### src/rtl/fb_ifetch_pkg.sv
// fb_ifetch_pkg
//   Shared definitions for the instruction-fetch front end: data width,
//   the NOP encoding loaded into if_inst at reset, the PC step, the fetch
//   FSM state encoding and a word-alignment helper.
package fb_ifetch_pkg;

  localparam int FB_32BITS = 32;

  // addi x0, x0, 0
  localparam logic [FB_32BITS-1:0] FB_NOP     = 32'h0000_0013;
  localparam logic [FB_32BITS-1:0] FB_PC_STEP = 32'd4;
  localparam logic [FB_32BITS-1:0] FB_ALIGN_MASK = 32'h0000_0003;

  // IDLE  : one cycle after reset before the first request
  // REQ   : request presented, waiting for imem_ready
  // WAIT  : request accepted, waiting for imem_rvalid
  // VALID : if_pc/if_inst held for the IF/ID register
  typedef enum logic [1:0] {
    FB_IF_IDLE  = 2'd0,
    FB_IF_REQ   = 2'd1,
    FB_IF_WAIT  = 2'd2,
    FB_IF_VALID = 2'd3
  } fb_if_state_e;

  // Redirect targets may carry junk in the two low bits; fetches are
  // always word aligned.
  function automatic logic [FB_32BITS-1:0] fb_word_align(
    input logic [FB_32BITS-1:0] addr
  );
    return addr & ~FB_ALIGN_MASK;
  endfunction

endpackage

### src/rtl/fb_ifetch_pcgen.sv
// fb_ifetch_pcgen
//   Program-counter register with its next-value mux.
//   Priority: redirect target (word aligned) > sequential +4 > hold.
//   The +4 is plain 32-bit arithmetic and wraps from 32'hFFFF_FFFC to 0.
// Ports:
//   clk, rst_n      clock, asynchronous active-low reset (pc <= RESET_PC)
//   load_redirect   take redirect_pc this edge
//   advance         step to pc + 4 this edge (ignored when load_redirect)
//   redirect_pc     redirect target, bits [1:0] dropped
//   pc              current pc
//   pc_next         value pc takes at the next edge (used as next fetch address)
module fb_ifetch_pcgen
  import fb_ifetch_pkg::*;
#(
  parameter logic [31:0] RESET_PC = 32'h0000_0000
) (
  input  logic                 clk,
  input  logic                 rst_n,
  input  logic                 load_redirect,
  input  logic                 advance,
  input  logic [FB_32BITS-1:0] redirect_pc,
  output logic [FB_32BITS-1:0] pc,
  output logic [FB_32BITS-1:0] pc_next
);

  always_comb begin
    pc_next = pc;
    if (load_redirect) begin
      pc_next = fb_word_align(redirect_pc);
    end else if (advance) begin
      pc_next = pc + FB_PC_STEP;
    end
  end

  always_ff @(posedge clk or negedge rst_n) begin
    if (!rst_n) begin
      pc <= RESET_PC;
    end else begin
      pc <= pc_next;
    end
  end

endmodule

### src/rtl/fb_ifetch.sv
// fb_ifetch
//   Instruction-fetch front end. Generates the sequential PC, fetches one
//   instruction at a time over a single-outstanding request/response port
//   and holds the result for the IF/ID pipeline register until it is taken.
//   Branch/jump redirects replace the PC; a response already in flight for
//   the old path is discarded via the kill flag.
//
// Handshakes:
//   imem request : a transfer happens on a posedge where imem_req = 1 and
//                  imem_ready = 1. While imem_req = 1 and imem_ready = 0,
//                  imem_req and imem_addr stay stable; a presented request
//                  is never withdrawn, even on redirect. After the transfer
//                  no new request is raised until the response returns.
//   imem response: imem_rvalid is only looked at while a request is
//                  outstanding (WAIT); at most one response per request.
//   IF/ID output : if_we = 1 marks if_pc/if_inst valid. They are consumed
//                  on a posedge with stall = 0 and held while stall = 1.
//                  A redirect drops them regardless of stall.
//
// Ports:
//   clk, rst_n        clock, asynchronous active-low reset
//   stall             hazard hold (IF/ID lock)
//   redirect          taken branch/jump, one-cycle pulse
//   redirect_pc       redirect target, bits [1:0] ignored
//   imem_req/addr     fetch request and word address (registered)
//   imem_ready        memory accepts the request this cycle
//   imem_rvalid/rdata fetch response
//   if_pc/if_inst/if_we  to the IF/ID register (registered)
//   dbg_state         current fetch FSM state (fb_if_state_e encoding)
module fb_ifetch
  import fb_ifetch_pkg::*;
#(
  parameter logic [31:0] RESET_PC = 32'h0000_0000
) (
  input  logic                 clk,
  input  logic                 rst_n,
  input  logic                 stall,
  input  logic                 redirect,
  input  logic [FB_32BITS-1:0] redirect_pc,
  output logic                 imem_req,
  output logic [FB_32BITS-1:0] imem_addr,
  input  logic                 imem_ready,
  input  logic                 imem_rvalid,
  input  logic [FB_32BITS-1:0] imem_rdata,
  output logic [FB_32BITS-1:0] if_pc,
  output logic [FB_32BITS-1:0] if_inst,
  output logic                 if_we,
  output logic [1:0]           dbg_state
);

  fb_if_state_e state_q, state_d;
  logic         kill_q, kill_d;

  logic [FB_32BITS-1:0] pc_q;
  logic [FB_32BITS-1:0] pc_d;
  logic                 pc_advance;

  logic                 imem_req_d;
  logic [FB_32BITS-1:0] imem_addr_d;
  logic [FB_32BITS-1:0] if_pc_d;
  logic [FB_32BITS-1:0] if_inst_d;
  logic                 if_we_d;
  logic                 enter_req;

  // A redirect always replaces the pc, whatever the state. The pc only
  // steps forward when the held instruction is consumed.
  assign pc_advance = (state_q == FB_IF_VALID) && !stall;

  fb_ifetch_pcgen #(
    .RESET_PC (RESET_PC)
  ) u_pcgen (
    .clk           (clk),
    .rst_n         (rst_n),
    .load_redirect (redirect),
    .advance       (pc_advance),
    .redirect_pc   (redirect_pc),
    .pc            (pc_q),
    .pc_next       (pc_d)
  );

  // ---------------------------------------------------------------------
  // State register (FSM state plus the kill flag)
  // ---------------------------------------------------------------------
  always_ff @(posedge clk or negedge rst_n) begin
    if (!rst_n) begin
      state_q <= FB_IF_IDLE;
      kill_q  <= 1'b0;
    end else begin
      state_q <= state_d;
      kill_q  <= kill_d;
    end
  end

  // ---------------------------------------------------------------------
  // Next-state logic
  // ---------------------------------------------------------------------
  always_comb begin
    state_d = state_q;
    kill_d  = kill_q;
    unique case (state_q)
      FB_IF_IDLE: begin
        state_d = FB_IF_REQ;
      end
      FB_IF_REQ: begin
        // The presented request still completes with its old address;
        // remember to throw its response away.
        if (redirect) begin
          kill_d = 1'b1;
        end
        if (imem_ready) begin
          state_d = FB_IF_WAIT;
        end
      end
      FB_IF_WAIT: begin
        if (imem_rvalid) begin
          // A redirect arriving together with the response discards it
          // directly, so kill is never set for that case.
          kill_d  = 1'b0;
          state_d = (kill_q || redirect) ? FB_IF_REQ : FB_IF_VALID;
        end else if (redirect) begin
          kill_d = 1'b1;
        end
      end
      FB_IF_VALID: begin
        if (redirect || !stall) begin
          state_d = FB_IF_REQ;
        end
      end
      default: begin
        state_d = FB_IF_IDLE;
        kill_d  = 1'b0;
      end
    endcase
  end

  // ---------------------------------------------------------------------
  // Output logic (next values of the registered outputs)
  // ---------------------------------------------------------------------
  assign enter_req = (state_d == FB_IF_REQ) && (state_q != FB_IF_REQ);

  always_comb begin
    imem_req_d  = imem_req;
    imem_addr_d = imem_addr;
    if_pc_d     = if_pc;
    if_inst_d   = if_inst;
    if_we_d     = if_we;

    // Every new request goes out with the pc value taking effect on the
    // same edge, so a redirect or +4 is already reflected in the address.
    if (enter_req) begin
      imem_req_d  = 1'b1;
      imem_addr_d = pc_d;
    end else if ((state_q == FB_IF_REQ) && (state_d == FB_IF_WAIT)) begin
      imem_req_d  = 1'b0;
    end

    if ((state_q == FB_IF_WAIT) && (state_d == FB_IF_VALID)) begin
      if_pc_d   = pc_q;
      if_inst_d = imem_rdata;
      if_we_d   = 1'b1;
    end else if ((state_q == FB_IF_VALID) && (state_d == FB_IF_REQ)) begin
      if_we_d   = 1'b0;
    end
  end

  always_ff @(posedge clk or negedge rst_n) begin
    if (!rst_n) begin
      imem_req  <= 1'b0;
      imem_addr <= '0;
      if_pc     <= '0;
      if_inst   <= FB_NOP;
      if_we     <= 1'b0;
    end else begin
      imem_req  <= imem_req_d;
      imem_addr <= imem_addr_d;
      if_pc     <= if_pc_d;
      if_inst   <= if_inst_d;
      if_we     <= if_we_d;
    end
  end

  assign dbg_state = state_q;

endmodule

### config.mk
export PLATFORM = sky130hd
export DESIGN_NAME = fb_ifetch
export DESIGN_NICKNAME = d
export VERILOG_FILES = /design/src/rtl/fb_ifetch_pkg.sv /design/src/rtl/fb_ifetch_pcgen.sv /design/src/rtl/fb_ifetch.sv
export SDC_FILE = /design/constraint.sdc
export NUM_CORES = 1
export LEC_CHECK = 0
export CORE_ASPECT_RATIO = 0.9
export CORE_UTILIZATION = 35
export CTS_CLUSTER_SIZE = 14
export DETAILED_ROUTE_END_ITERATION = 8
export PLACE_DENSITY = 0.74
export SYNTH_ARGS = -nofsm -noshare
export SYNTH_HDL_FRONTEND = slang
export SYNTH_SLANG_ARGS = --single-unit
export TNS_END_PERCENT = 10
### constraint.sdc
create_clock -name clk -period 2.1 [get_ports clk]
set_input_delay 0.42 -clock clk [delete_from_list [all_inputs] [get_ports clk]]
set_output_delay 0.42 -clock clk [all_outputs]
set_load 0.1 [all_outputs]
=== Word-level counts from Yosys, hierarchy flattened ===
Index checks and enable logic that the tools add are counted.

* Bits in registers: 133
* Bits in latches: 0
* Bits in writable memories: 0
* Bits in read-only memories: 0
* Input port bits: 70
* Output and inout bits: 100
* Word-level logic and storage cells: 42
* Memories kept: 0

* Add/sub/neg operators: 1
* Multiply operators: 0
* Divide/modulo/power cells: 0
* Order comparisons: 0
* Equal/unequal tests: 7
* Shifts and indexed selects: 0
* Multiplexer cells: 14
* Bitwise logic cells: 0
* Reductions and logical operators: 12

{| class="wikitable"
|+ Operators by type and width
! operator !! number
|-
| $mux W32 || 2
|-
| $add A32 B3 Y32 const B || 1
|-
| $eq A2 B2 Y1 const B || 4
|-
| $mux W2 || 4
|-
| $pmux W2 S4 || 1
|-
| $mux W1 || 6
|-
| $reduce_bool A2 Y1 || 3
|-
| $logic_and A1 B1 Y1 || 5
|-
| $eq A2 B1 Y1 const B || 2
|-
| $logic_not A2 Y1 || 1
|-
| $logic_or A1 B1 Y1 || 2
|-
| $ne A2 B1 Y1 const B || 1
|-
| $pmux W1 S2 || 1
|-
| $logic_not A1 Y1 || 1
|}

=== Longest topological paths before layout ===
* Depth in word-level cells: 8
* Mapped depth: 9
* Depth with buffers taken out: 7

=== Modules after synthesis ===
Synthesis repeated with hierarchy kept, for this count alone.

* Cell total of the unflattened synthesis: 450
* Area, all modules: 5,826.8 um^2

{| class="wikitable"
|+ Modules (own cells, without submodules)
! module !! instances !! cells an instance !! area each (um^2) !! sequential area each (um^2)
|-
| fb_ifetch || 1 || 241 || 3,977.6 || 2,531.2
|-
| fb_ifetch_pcgen || 1 || 209 || 1,849.3 || 800.8
|}

=== Worst setup path before layout ===
OpenSTA, ideal clock, no wires.

* Path type: register -> register
* Start: reg state_q[1] (netlist: dbg_state[1])
* End: reg if_inst[10]
* Setup time: 125 ps
* Arrival time: 2,819 ps
* Required time: 1,975 ps
* Setup slack: -845 ps
* Stages on the path, launching flop included: 9
* Buffers on the path: 2
* Path through: dfrtp_1 ha_1 nand4_1 a31o_2 inv_1 and3_1 clkbuf_1 buf_2 mux2_2

* Cells in the longest elaborated chain, start to end: 4
* Elaborated cells on any way between the ends: 10

{| class="wikitable"
|+ Ends and longest elaborated chain
! item !! line !! source
|-
| from (decl) || fb_ifetch.sv:51 || <nowiki>fb_if_state_e state_q, state_d;</nowiki>
|-
| from (signal assigned) || fb_ifetch.sv:89 || <nowiki>state_q <= state_d;</nowiki>
|-
| $eq A2 B2 Y1 (tied with other cells) || fb_ifetch.sv:100 || <nowiki>unique case (state_q)</nowiki>
|-
| $pmux W2 S4 (*) || fb_ifetch.sv:100 ||
|-
| via state_d[1] || fb_ifetch.sv:51 ||
|-
| $eq A2 B2 Y1 (*) || fb_ifetch.sv:157 || <nowiki>if ((state_q == FB_IF_WAIT) && (state_d == FB_IF_VALID)) begin</nowiki>
|-
| $logic_and A1 B1 Y1 (*) || fb_ifetch.sv:157 ||
|-
| to (signal assigned) || fb_ifetch.sv:177 || <nowiki>if_inst <= if_inst_d;</nowiki>
|-
| to (decl) || fb_ifetch.sv:46 || <nowiki>output logic [FB_32BITS-1:0] if_inst,</nowiki>
|}

The timed path passes the listed nets; every way through them passes the cells marked *.
A chain may end at the register's enable or synchronous reset.

=== Final worst setup path ===
* Start: reg state_q[1] (netlist: dbg_state[1])
* End: reg imem_addr[20]

* Cells in the longest elaborated chain, start to end: 4
* Elaborated cells on any way between the ends: 14

{| class="wikitable"
|+ Ends and longest elaborated chain
! item !! line !! source
|-
| $eq A2 B2 Y1 (tied with other cells) || fb_ifetch.sv:67, fb_ifetch.sv:100 ||
|-
| $pmux W2 S4 / $logic_and A1 B1 Y1 (equally long branches) || fb_ifetch.sv:100, fb_ifetch.sv:67 ||
|-
| $eq A2 B1 Y1 / $mux W32 (equally long branches) || fb_ifetch.sv:139, fb_ifetch_pcgen.sv:30 ||
|-
| $logic_and A1 B1 Y1 / $mux W32 (equally long branches) || fb_ifetch.sv:139, fb_ifetch_pcgen.sv:28 ||
|-
| to (signal assigned) || fb_ifetch.sv:175 || <nowiki>imem_addr <= imem_addr_d;</nowiki>
|-
| to (decl) || fb_ifetch.sv:41 || <nowiki>output logic [FB_32BITS-1:0] imem_addr,</nowiki>
|}

Parallel ways exist; a longest one is shown, timed or not.

==> impl_metrics.toml <==
[yosys]
yosysWarningCount = 0
synth_seq_area_share_pct = 57.70
ys.flop_type = "dfrtp_1"
synth_fp_nets = 530
synth_most_common_cell = "dfrtp_1"
yosys.area.top_type = "dfrtp_1"
syn_area_per_cell_um2 = 12.72
async_flop_share_pct = 100.0
synth_edf_count = 0
yosys-top-cells-count = "dfrtp_1 (130), mux2_2 (93), nand2_1 (23)"
synth_area_leaders = "dfrtp_1 (56%), mux2_2 (18%), o21ai_0 (1.6%)"
synth_area_mm2 = 0.005774
yosysTopAreaCellShare_pct = 56.34
ys_ff_latch = 133
synthCells = 454
synthDistinctLibCells = 52

[routing]
drc = 0
routed_wl_mm = 16.36
dr.pass1.iters = 4
vias = 4693
first_iter_violations = 291
wl_per_cell_um = 18.16
vias_per_cell = 5.209
ant_nets = 0

[job]
maxCapViolCount = 0

[cells_and_area]
fill_cells = 1331
seqCellArea_mm2 = 0.003339
drive_above_1_share_pct = 48.13
multi_input_area_mm2 = 0.002585
diodes = 0
final_util_pct = 54.94
finalNonFillerCells = 901
area_growth_pct = 53.48
nNetsFinal = 757

[global_routing]
grt_max_degree = 53
grt_overflow_total = 0
grt_pass1_wl_mm = 23.28
grt_pass1_vias = 4559
track_usage_pct = 18.24
antenna_found_initial = 0

[critical_path]
arrival_ns = 2.46
critical_path_class = "flip-flop to flip-flop"
critPathTopFamily = "buffers and inverters"
cp-end-kind = "flip-flop"
cp_common_cell = "buf_4"
cp_num_buf_inv = 4
crit_cells = 9
r2r_cells = 9
cp_slowest_cell = "dfrtp_4"
worstSetupStartpointType = "flip-flop"
critPathMaxStageDelay_ns = 0.48
crit_chain = "buf_4, nor2b_1, o21ai_2, a31o_2, buf_4, nand3b_1, buf_6, clkbuf_16, mux2_2"
path_max_fanout = 12
worstPathRequired_ns = 2.40

[die]
rows = 44
dieArea_mm2 = 0.01702
fp.coreArea_mm2 = 0.01613
start_util_pct = 35.80
dieWidth_um = 137.4
ios = 170
chipHeight_um = 123.9

[clock_tree]
cts.clk_slew.worst_paths_ns = 0.06
clock_latency_ns = 0.42
cts.sinks = 133
root_buffer = "clkbuf_16"
h-tree-depth = 4
cts_buffers = 17
clock_path_buffers = 2
cts_tree = "yes"

[sta]
max-slew-margin-rel_pct = 66.49
min_period_over_period_pct = 103.1
fin_ws_ns = -0.06535
period_minus_slack_ns = 2.165
slew_violations = 0
skew_ns = 0.009839
finalHoldViolCount = 0
rsz0062_at_grt = "yes"
tightest_slew_ns = 0.4964
fin_hold_ws_ns = 0.3415
fin_tns_setup_ns = -2.081
setup_viol = 66
timing.fmax_mhz = 461.8

[placed_design]
gp_congestion = 0.8411
port_buffers = 167
placedCellCount = 856
place_hpwl_mm = 11.10

[outcome]
status = "finished, violations left"
violations = "negative setup slack"

[hold_path]
hold_depth = 2
hp-class = "input port to flip-flop"
[state kept, by name (all words and copies together) (netlist names)]
register,count
if_inst,32
if_pc,32
imem_addr,32
u_pcgen.pc,32
dbg_state,2
if_we,1
imem_req,1
kill_q,1
[metal layers]
layer	track usage, %	up-vias	share of wire [%]
li1	-	2122	-
met1	24.55	2369	45
met2	27.70	179	47
met3	4.762	23	6.3
met4	7.830	0	1.6
met5	0	-	0
[final timing paths]
kind                       slack [ns]            end           from
setup / recovery                -0.07  imem_addr[20]   dbg_state[1]
hold / removal                   0.34         kill_q    imem_rvalid
setup reg to reg                -0.07  imem_addr[20]   dbg_state[1]
hold reg to reg                  0.50  imem_addr[19]  imem_addr[19]
max in group asynchronous        0.96  imem_addr[27]          rst_n
min in group asynchronous        0.52    if_inst[12]          rst_n
[kinds of logic after synthesis]
logic type                 Yosys count  synth area share, %
adders and majority gates            6                1.300
xor gates and xnor gates            12                1.820
muxes                               98                19.07
DFF                                133                57.70
buffers and inverters               33                2.492
AOI/OAI and AO/OA                   59                6.739
and+or+nand+nor                    113                10.88
[cell type report]
class / instances / area share (%)
clock buffers: 19 / 4.885
clock inverters: 13 / 1.779
inverters: 9 / 0.4094
multi-input cells: 290 / 29.17
flip-flops and latches: 133 / 37.68
well taps: 207 / 2.922
repair buffers: 230 / 23.15
[metrics by stage]
step	setup slack, ns	cell area (µm²)
floorplan	-0.09341	5921
global placement	-0.3372	7901
detailed placement	-0.4042	7901
CTS	-0.04387	8517
global route	-0.1157	8862
finish	-0.06535	8862
[cells in the final DEF, fill, tap and decap left out, types with 5 or more instances in the layout]
master           synthesis  final
nor4_1                  12      8
nor2b_1                  7      7
nor2_1                  16     16
nand3_1                 10      8
nand4_1                 12     12
inv_1                    8      5
a31oi_1                 11      8
buf_12                   0      6
clkdlybuf4s50_1          0     64
mux2_4                   0     22
nand2_1                 23     22
dfrtp_1                130    128
o21ai_0                 19     17
mux2_2                  93     74
xnor2_1                 10     10
or4_4                    1      7
clkbuf_16                0     21
a21oi_1                  5      5
buf_4                    0    150
[repair_timing]
action / in CTS / in global routing
setup buffers: 1 / 5
cloned: 0 / 6
hold buffers: 1 / 0
pin swaps: 6 / 8
resized for setup: 2 / 45
endpoints found under the setup margin: 27 / 99
endpoints found under the hold margin: 47 / 0
Power is not shown: default switching activity piles up to over one toggle a cycle in this logic, so the estimate is an artifact.
